==> src/rtl/mem_ctrl.sv <==
// ---------------------------------------------------------------------------
// mem_ctrl -- memory-side responder between the pipeline and a byte-wide
// synchronous RAM.
//
// Serves two requestors:
//   * IF port: 4-byte instruction fetches (level request if_read held until
//     if_ready). A fetch in flight is dropped if the fetch stage withdraws or
//     redirects it (branch).
//   * MEM port: 1/2/4-byte loads and stores (level requests held until
//     mem_ready; never withdrawn). MEM wins arbitration over IF.
// Each request becomes n consecutive byte accesses at base+k (modulo the RAM
// size). Read data is assembled little-endian and zero-extended.
//
// Ports
//   clk, reset          clock, asynchronous active-high reset
//   if_read/if_addr     fetch request and byte address
//   if_busy             controller is serving the MEM port
//   if_ready/if_data    one-cycle completion pulse, fetched word (held)
//   mem_read/mem_write  load / store request (mutually exclusive)
//   mem_addr/mem_len    byte address, size (00=1, 01=2, 1x=4 bytes)
//   mem_wdata           store data, byte k in bits [8k+7:8k]
//   mem_busy            controller is serving the IF port
//   mem_ready/mem_rdata one-cycle completion pulse, load data (held)
//   ram_a/ram_wr/ram_dout  RAM address, write enable, write data
//   ram_din             RAM read data, valid the cycle after ram_a
// ---------------------------------------------------------------------------
module mem_ctrl #(
  parameter int RAM_AW = 17
) (
  input  logic              clk,
  input  logic              reset,
  input  logic              if_read,
  input  logic [31:0]       if_addr,
  output logic              if_busy,
  output logic              if_ready,
  output logic [31:0]       if_data,
  input  logic              mem_read,
  input  logic              mem_write,
  input  logic [31:0]       mem_addr,
  input  logic [1:0]        mem_len,
  input  logic [31:0]       mem_wdata,
  output logic              mem_busy,
  output logic              mem_ready,
  output logic [31:0]       mem_rdata,
  output logic [RAM_AW-1:0] ram_a,
  output logic              ram_wr,
  output logic [7:0]        ram_dout,
  input  logic [7:0]        ram_din
);

  typedef enum logic [1:0] {IDLE, READ, WRITE, DONE} state_t;

  state_t              state;
  logic                owner_mem;   // 1: MEM port owns the transaction, 0: IF
  logic [RAM_AW-1:0]   base;
  logic [2:0]          n;           // transfer length in bytes (1, 2 or 4)
  logic [2:0]          ak;          // index of the next address to issue
  logic [2:0]          k;           // index of the next byte to capture
  logic [31:0]         asm_q;       // little-endian assembly register
  logic [31:0]         wdata_q;     // store data latched at acceptance

  // vld_pipe[0]: ram_a carries a freshly issued read address this cycle.
  // vld_pipe[1]: ram_din carries the byte for that address (one cycle later).
  logic [1:0]          vld_pipe;

  logic                mem_req;
  logic [2:0]          mem_n;
  logic                if_abort;
  logic                last_cap;
  logic [RAM_AW-1:0]   next_a;
  logic [7:0]          wbyte;
  logic [31:0]         asm_nxt;
  logic                unused_addr_bits;

  // Upper address bits are intentionally ignored (truncated addressing).
  assign unused_addr_bits = ^{if_addr[31:RAM_AW], mem_addr[31:RAM_AW]};

  assign mem_req = mem_read | mem_write;

  always_comb begin
    case (mem_len)
      2'b00:   mem_n = 3'd1;
      2'b01:   mem_n = 3'd2;
      default: mem_n = 3'd4;   // 10 is treated as a word
    endcase
  end

  // A fetch in flight is abandoned when the fetch stage drops or redirects
  // it; the replacement fetch is re-arbitrated from IDLE.
  assign if_abort = (state == READ) && !owner_mem &&
                    (!if_read || (if_addr[RAM_AW-1:0] != base));

  assign last_cap = vld_pipe[1] && (k == n - 3'd1);

  // Wrap-around past the top of RAM falls out of the RAM_AW-bit add.
  assign next_a = base + {{(RAM_AW-3){1'b0}}, ak};

  always_comb begin
    case (ak[1:0])
      2'd0:    wbyte = wdata_q[7:0];
      2'd1:    wbyte = wdata_q[15:8];
      2'd2:    wbyte = wdata_q[23:16];
      default: wbyte = wdata_q[31:24];
    endcase
  end

  // Assembly register with the byte arriving on ram_din merged in, so the
  // final byte can go straight to the data output on the completing edge.
  always_comb begin
    asm_nxt = asm_q;
    case (k[1:0])
      2'd0:    asm_nxt[7:0]   = ram_din;
      2'd1:    asm_nxt[15:8]  = ram_din;
      2'd2:    asm_nxt[23:16] = ram_din;
      default: asm_nxt[31:24] = ram_din;
    endcase
  end

  always_ff @(posedge clk or posedge reset) begin
    if (reset) begin
      state     <= IDLE;
      owner_mem <= 1'b0;
      base      <= '0;
      n         <= 3'd0;
      ak        <= 3'd0;
      k         <= 3'd0;
      asm_q     <= '0;
      wdata_q   <= '0;
      vld_pipe  <= '0;
      ram_a     <= '0;
      ram_wr    <= 1'b0;
      ram_dout  <= '0;
      if_ready  <= 1'b0;
      mem_ready <= 1'b0;
      if_data   <= '0;
      mem_rdata <= '0;
      if_busy   <= 1'b0;
      mem_busy  <= 1'b0;
    end else begin
      if_ready  <= 1'b0;
      mem_ready <= 1'b0;
      case (state)
        IDLE: begin
          if (mem_req) begin
            owner_mem <= 1'b1;
            base      <= mem_addr[RAM_AW-1:0];
            n         <= mem_n;
            ram_a     <= mem_addr[RAM_AW-1:0];
            ak        <= 3'd1;
            k         <= 3'd0;
            asm_q     <= '0;
            if_busy   <= 1'b1;
            mem_busy  <= 1'b0;
            if (mem_write) begin
              state    <= WRITE;
              ram_wr   <= 1'b1;
              ram_dout <= mem_wdata[7:0];
              wdata_q  <= mem_wdata;
              vld_pipe <= 2'b00;
            end else begin
              state    <= READ;
              vld_pipe <= 2'b01;
            end
          end else if (if_read) begin
            owner_mem <= 1'b0;
            base      <= if_addr[RAM_AW-1:0];
            n         <= 3'd4;
            ram_a     <= if_addr[RAM_AW-1:0];
            ak        <= 3'd1;
            k         <= 3'd0;
            asm_q     <= '0;
            mem_busy  <= 1'b1;
            if_busy   <= 1'b0;
            state     <= READ;
            vld_pipe  <= 2'b01;
          end
        end

        READ: begin
          if (if_abort) begin
            state    <= IDLE;
            vld_pipe <= 2'b00;
            if_busy  <= 1'b0;
            mem_busy <= 1'b0;
          end else begin
            vld_pipe <= {vld_pipe[0], (ak < n)};
            if (ak < n) begin
              ram_a <= next_a;
              ak    <= ak + 3'd1;
            end
            if (vld_pipe[1]) begin
              asm_q <= asm_nxt;
              k     <= k + 3'd1;
            end
            if (last_cap) begin
              state <= DONE;
              if (owner_mem) begin
                mem_ready <= 1'b1;
                mem_rdata <= asm_nxt;
              end else begin
                if_ready <= 1'b1;
                if_data  <= asm_nxt;
              end
            end
          end
        end

        WRITE: begin
          if (ak < n) begin
            ram_a    <= next_a;
            ram_dout <= wbyte;
            ak       <= ak + 3'd1;
          end else begin
            ram_wr    <= 1'b0;
            state     <= DONE;
            mem_ready <= 1'b1;
            mem_rdata <= asm_q;
          end
        end

        default: begin  // DONE: single completion cycle, no arbitration
          state    <= IDLE;
          k        <= 3'd0;
          vld_pipe <= 2'b00;
          if_busy  <= 1'b0;
          mem_busy <= 1'b0;
        end
      endcase
    end
  end

endmodule

==> config.mk <==
export PLATFORM = sky130hd
export DESIGN_NAME = mem_ctrl
export DESIGN_NICKNAME = d
export VERILOG_FILES = /design/src/rtl/mem_ctrl.sv
export SDC_FILE = /design/constraint.sdc
export NUM_CORES = 1
export LEC_CHECK = 0
export ABC_AREA = 1
export CAP_MARGIN = 25
export CORE_UTILIZATION = 52
export CTS_CLUSTER_SIZE = 10
export DETAILED_ROUTE_END_ITERATION = 10
export GPL_TIMING_DRIVEN = 1
export PLACE_DENSITY = 0.9
export SYNTH_ARGS = -nofsm -noshare
export SYNTH_HDL_FRONTEND = slang
export SYNTH_SLANG_ARGS = --single-unit
==> constraint.sdc <==
create_clock -name clk -period 7.6 [get_ports clk]
set_clock_uncertainty 0.15 [all_clocks]
set_input_delay 0.76 -clock clk [delete_from_list [all_inputs] [get_ports clk]]
set_output_delay 0.76 -clock clk [all_outputs]
set_load 0.01 [all_outputs]
==> results.cfg <==
[global_route]
grt_max_degree = 106
grt_use_total_pct = 26.7
grt_pass1_vias = 8384
antenna_found_initial = 0
grt_pass1_wl_mm = 41.2
grt-ovfl-total = 0

[clock_network]
clockBufferDepth = 2
clk_pin_slew_ns = 0.07
hold_buffers = 0
htreeDepth = 4
tritoncts = done
clk_latency_ns = 0.43
clock_sinks = 189
clockRootBuffer = clkbuf_16
cts_resized = 0
cts_setup_buffers = 0
cts_inserted_buffers = 17

[floorplanning]
fp.dieW_um = 138
dieArea_um2 = 19100
rows = 49
start_util_pct = 53.4
fp.dieH_um = 138
core_area_um2 = 18100
io_pins = 205

[worst_setup_path]
critPathMaxFanout = 49
critPathBufInv = 3
required_ns = 7.79
criticalPathCategory = input port to flip-flop
crit_chain = clkdlybuf4s50_1 > nor2_1 > inv_1 > nor2_1 > nand2_1 > nand3_2 > buf_12 > nand2_1 > o21ai_0
critPathMaxStageDelay_ns = 0.58
crit_slowest_cell = inv_1
end_kind = flip-flop
arrival_ns = 3.51
cp-start-kind = input port
critPathTopFamily = buffers and inverters

[layout]
drive_above_1_share_pct = 10.3
seq_area_um2 = 4730
area_growth_pct = 26.0
finish.utilization_pct = 67.2
multi_input_area_um2 = 4350
antenna_cells = 0
nNetsFinal = 1443
fillCellCount = 1393
final_common_cell = nand2_1
final_cell_mix = nand2_1 (357), dfrtp_1 (189), o21ai_0 (184), clkdlybuf4s50_1 (174), inv_1 (68)

[sta]
relSlewSlack_pct = 36.5
hold_violations = 0
finalWorstPathRequiredPeriod_ns = 3.32
finalSetupViolCount = 0
rsz0062_at_grt = no
maxSlewViolCount = 0
worstMarginPinSlew_ns = 0.949
tns_ns = 0
fmax_mhz = 302
finalCritPeriodShare_pct = 43.6

[min_path]
hold_path.class = flip-flop to flip-flop

[logic_synthesis]
synth.area.top_cells = dfrtp_1 (49%), nand2_1 (14%), o21ai_0 (9.5%), mux2_2 (3.8%), inv_1 (2.7%)
synth_fp_nets = 1298
seq_area_frac_synth_pct = 49.0
async_flop_share_pct = 100
synth_cells = 1167
ys_types = 42
syn-cell-area_um2 = 9650
synth_edf_count = 0
synth_ff_type = dfrtp_1
ys.warnings.count = 0
syn_avg_cell_area_um2 = 8.27
ys_ff_latch = 189
synth_top_cell_area_share_pct = 49.0
yosysTopAreaCell = dfrtp_1

[detailed_routing]
vias = 8570
drc = 26
drt-vias-per-instance = 5.51
firstDrtPassIters = 8
drt_first_iter_violations = 622
antenna_left = 0
wl_per_cell_um = 15.9
wl_mm = 24.7

[outcome]
status = finished with violations
violations = DRC

[power]
switching_share_pct = 42.8
p_seq_share_pct = 32.7
power.internal_uw = 2890
clockPowerShare_pct = 18.9
p_leak_uw = 0.00554
p_per_area_nw_per_um2 = 416
p_switching_uw = 2170
combPwrFrac_pct = 48.4
ir_drop_v = 0.000230

[placement]
dp_hpwl_mm = 17.0
port_buffers = 174
place.gp.congestion = 0.921

[job]
max_cap_violations = 0
[state kept, by name, summed over array words and instances, names as in the netlist, 2 cells and up]
signal     count
base          17
ak             3
ram_a         17
k              3
n              3
vld_pipe       2
asm_q         32
ram_dout       8
mem_rdata     32
state          2
wdata_q       32
if_data       32
[path summary, 6_finish.rpt]
kind | start | to | slack (ns) | depth (start not counted)
max | mem_write | asm_q[6]$_DFFE_PP0P_ | 4.28 | 9
min | mem_rdata[14]$_DFFE_PP0P_ | mem_rdata[14]$_DFFE_PP0P_ | 0.33 | 2
max reg2reg | state[0]$_DFFE_PP0P_ | ram_dout[0]$_DFFE_PP0P_ | 4.45 | 7
min reg2reg | mem_rdata[14]$_DFFE_PP0P_ | mem_rdata[14]$_DFFE_PP0P_ | 0.33 | 2
max in group asynchronous | reset | if_data[26]$_DFFE_PP0P_ | 5.46 | 4
min in group asynchronous | reset | ram_a[11]$_DFFE_PP0P_ | 0.67 | 2
[cell families (layout without fill, tap and decap cells)]
family	Yosys count	count (layout)	share of synthesized area, %
buf+inv	138	296	5.99
compound gates	280	280	15.8
flops	189	189	49.0
fa+ha+maj	20	20	2.67
simple gates	496	496	21.6
xor+xnor	7	7	0.635
mux	37	37	4.26
[cell type report]
class | count | share of cell area, %
multi-input cells | 840 | 35.7
well taps | 229 | 2.36
inverters | 81 | 2.56
clock buffers | 17 | 3.50
flip-flops and latches | 189 | 38.9
repair buffers | 183 | 15.3
clock inverters | 15 | 1.66
[layer usage]
metal / GRT usage (%) / part of all wire [%] / vias to the layer above
met5: 0 / 0 / -
met4: 9.99 / 2.1 / 0
met3: 5.02 / 7.0 / 51
met2: 44.2 / 48 / 362
met1: 35.2 / 42 / 4047
li1: - / - / 4110
[power by group through the flow]
stage	sequential [uW]	clock [uW]	combinational, uW
floorplan	1660	0	1600
global placement	1640	0	2290
detailed placement	1660	0	2410
CTS	1650	969	2430
global route	1690	1010	2750
finish	1650	956	2450
[worst reg2reg max path, stage by stage (launching register included)]
cell and delay [ns]:
dfrtp_1 0.41, inv_1 0.09, ha_1 0.25, inv_2 0.45, buf_4 0.55, nor2_1 0.15, nor2_1 0.74, a31oi_1 0.19
[synthesized netlist by cell type, types with 2 or more instances]
cell and instances:
xnor2_1 5, nand3_1 24, nand3b_1 3, buf_2 3, nor3_1 6, mux2i_1 4
nor2_1 48, o21ai_0 184, inv_2 12, inv_1 69, buf_1 3, o21ai_1 19
clkbuf_1 43, nand2_2 6, mux2_2 33, nand2_1 357, buf_6 7, nor3b_1 3
or2_2 35, o21a_1 33, a21oi_1 17, nand3_2 2, nor2_2 2, o22ai_1 3
xor2_1 2, a31oi_1 19, nand4_1 4, dfrtp_1 189, ha_1 19
[per-stage QoR]
step           cell area [um^2]  hold WS (ns)  setup slack, ns  total power, uW  cells
2_1_floorplan              9650         0.314             1.55             3260   1167
3_5_place_dp              11500         0.323             3.92             4070   1520
4_1_cts                   12100         0.341             4.37             5040   1552
3_3_place_gp              11500         0.309             3.50             3930   1519
6_report                  12200         0.335             4.28             5060   1554
5_1_grt                   12200         0.360             4.08             5450   1554
(Power assumes the default switching activity.)
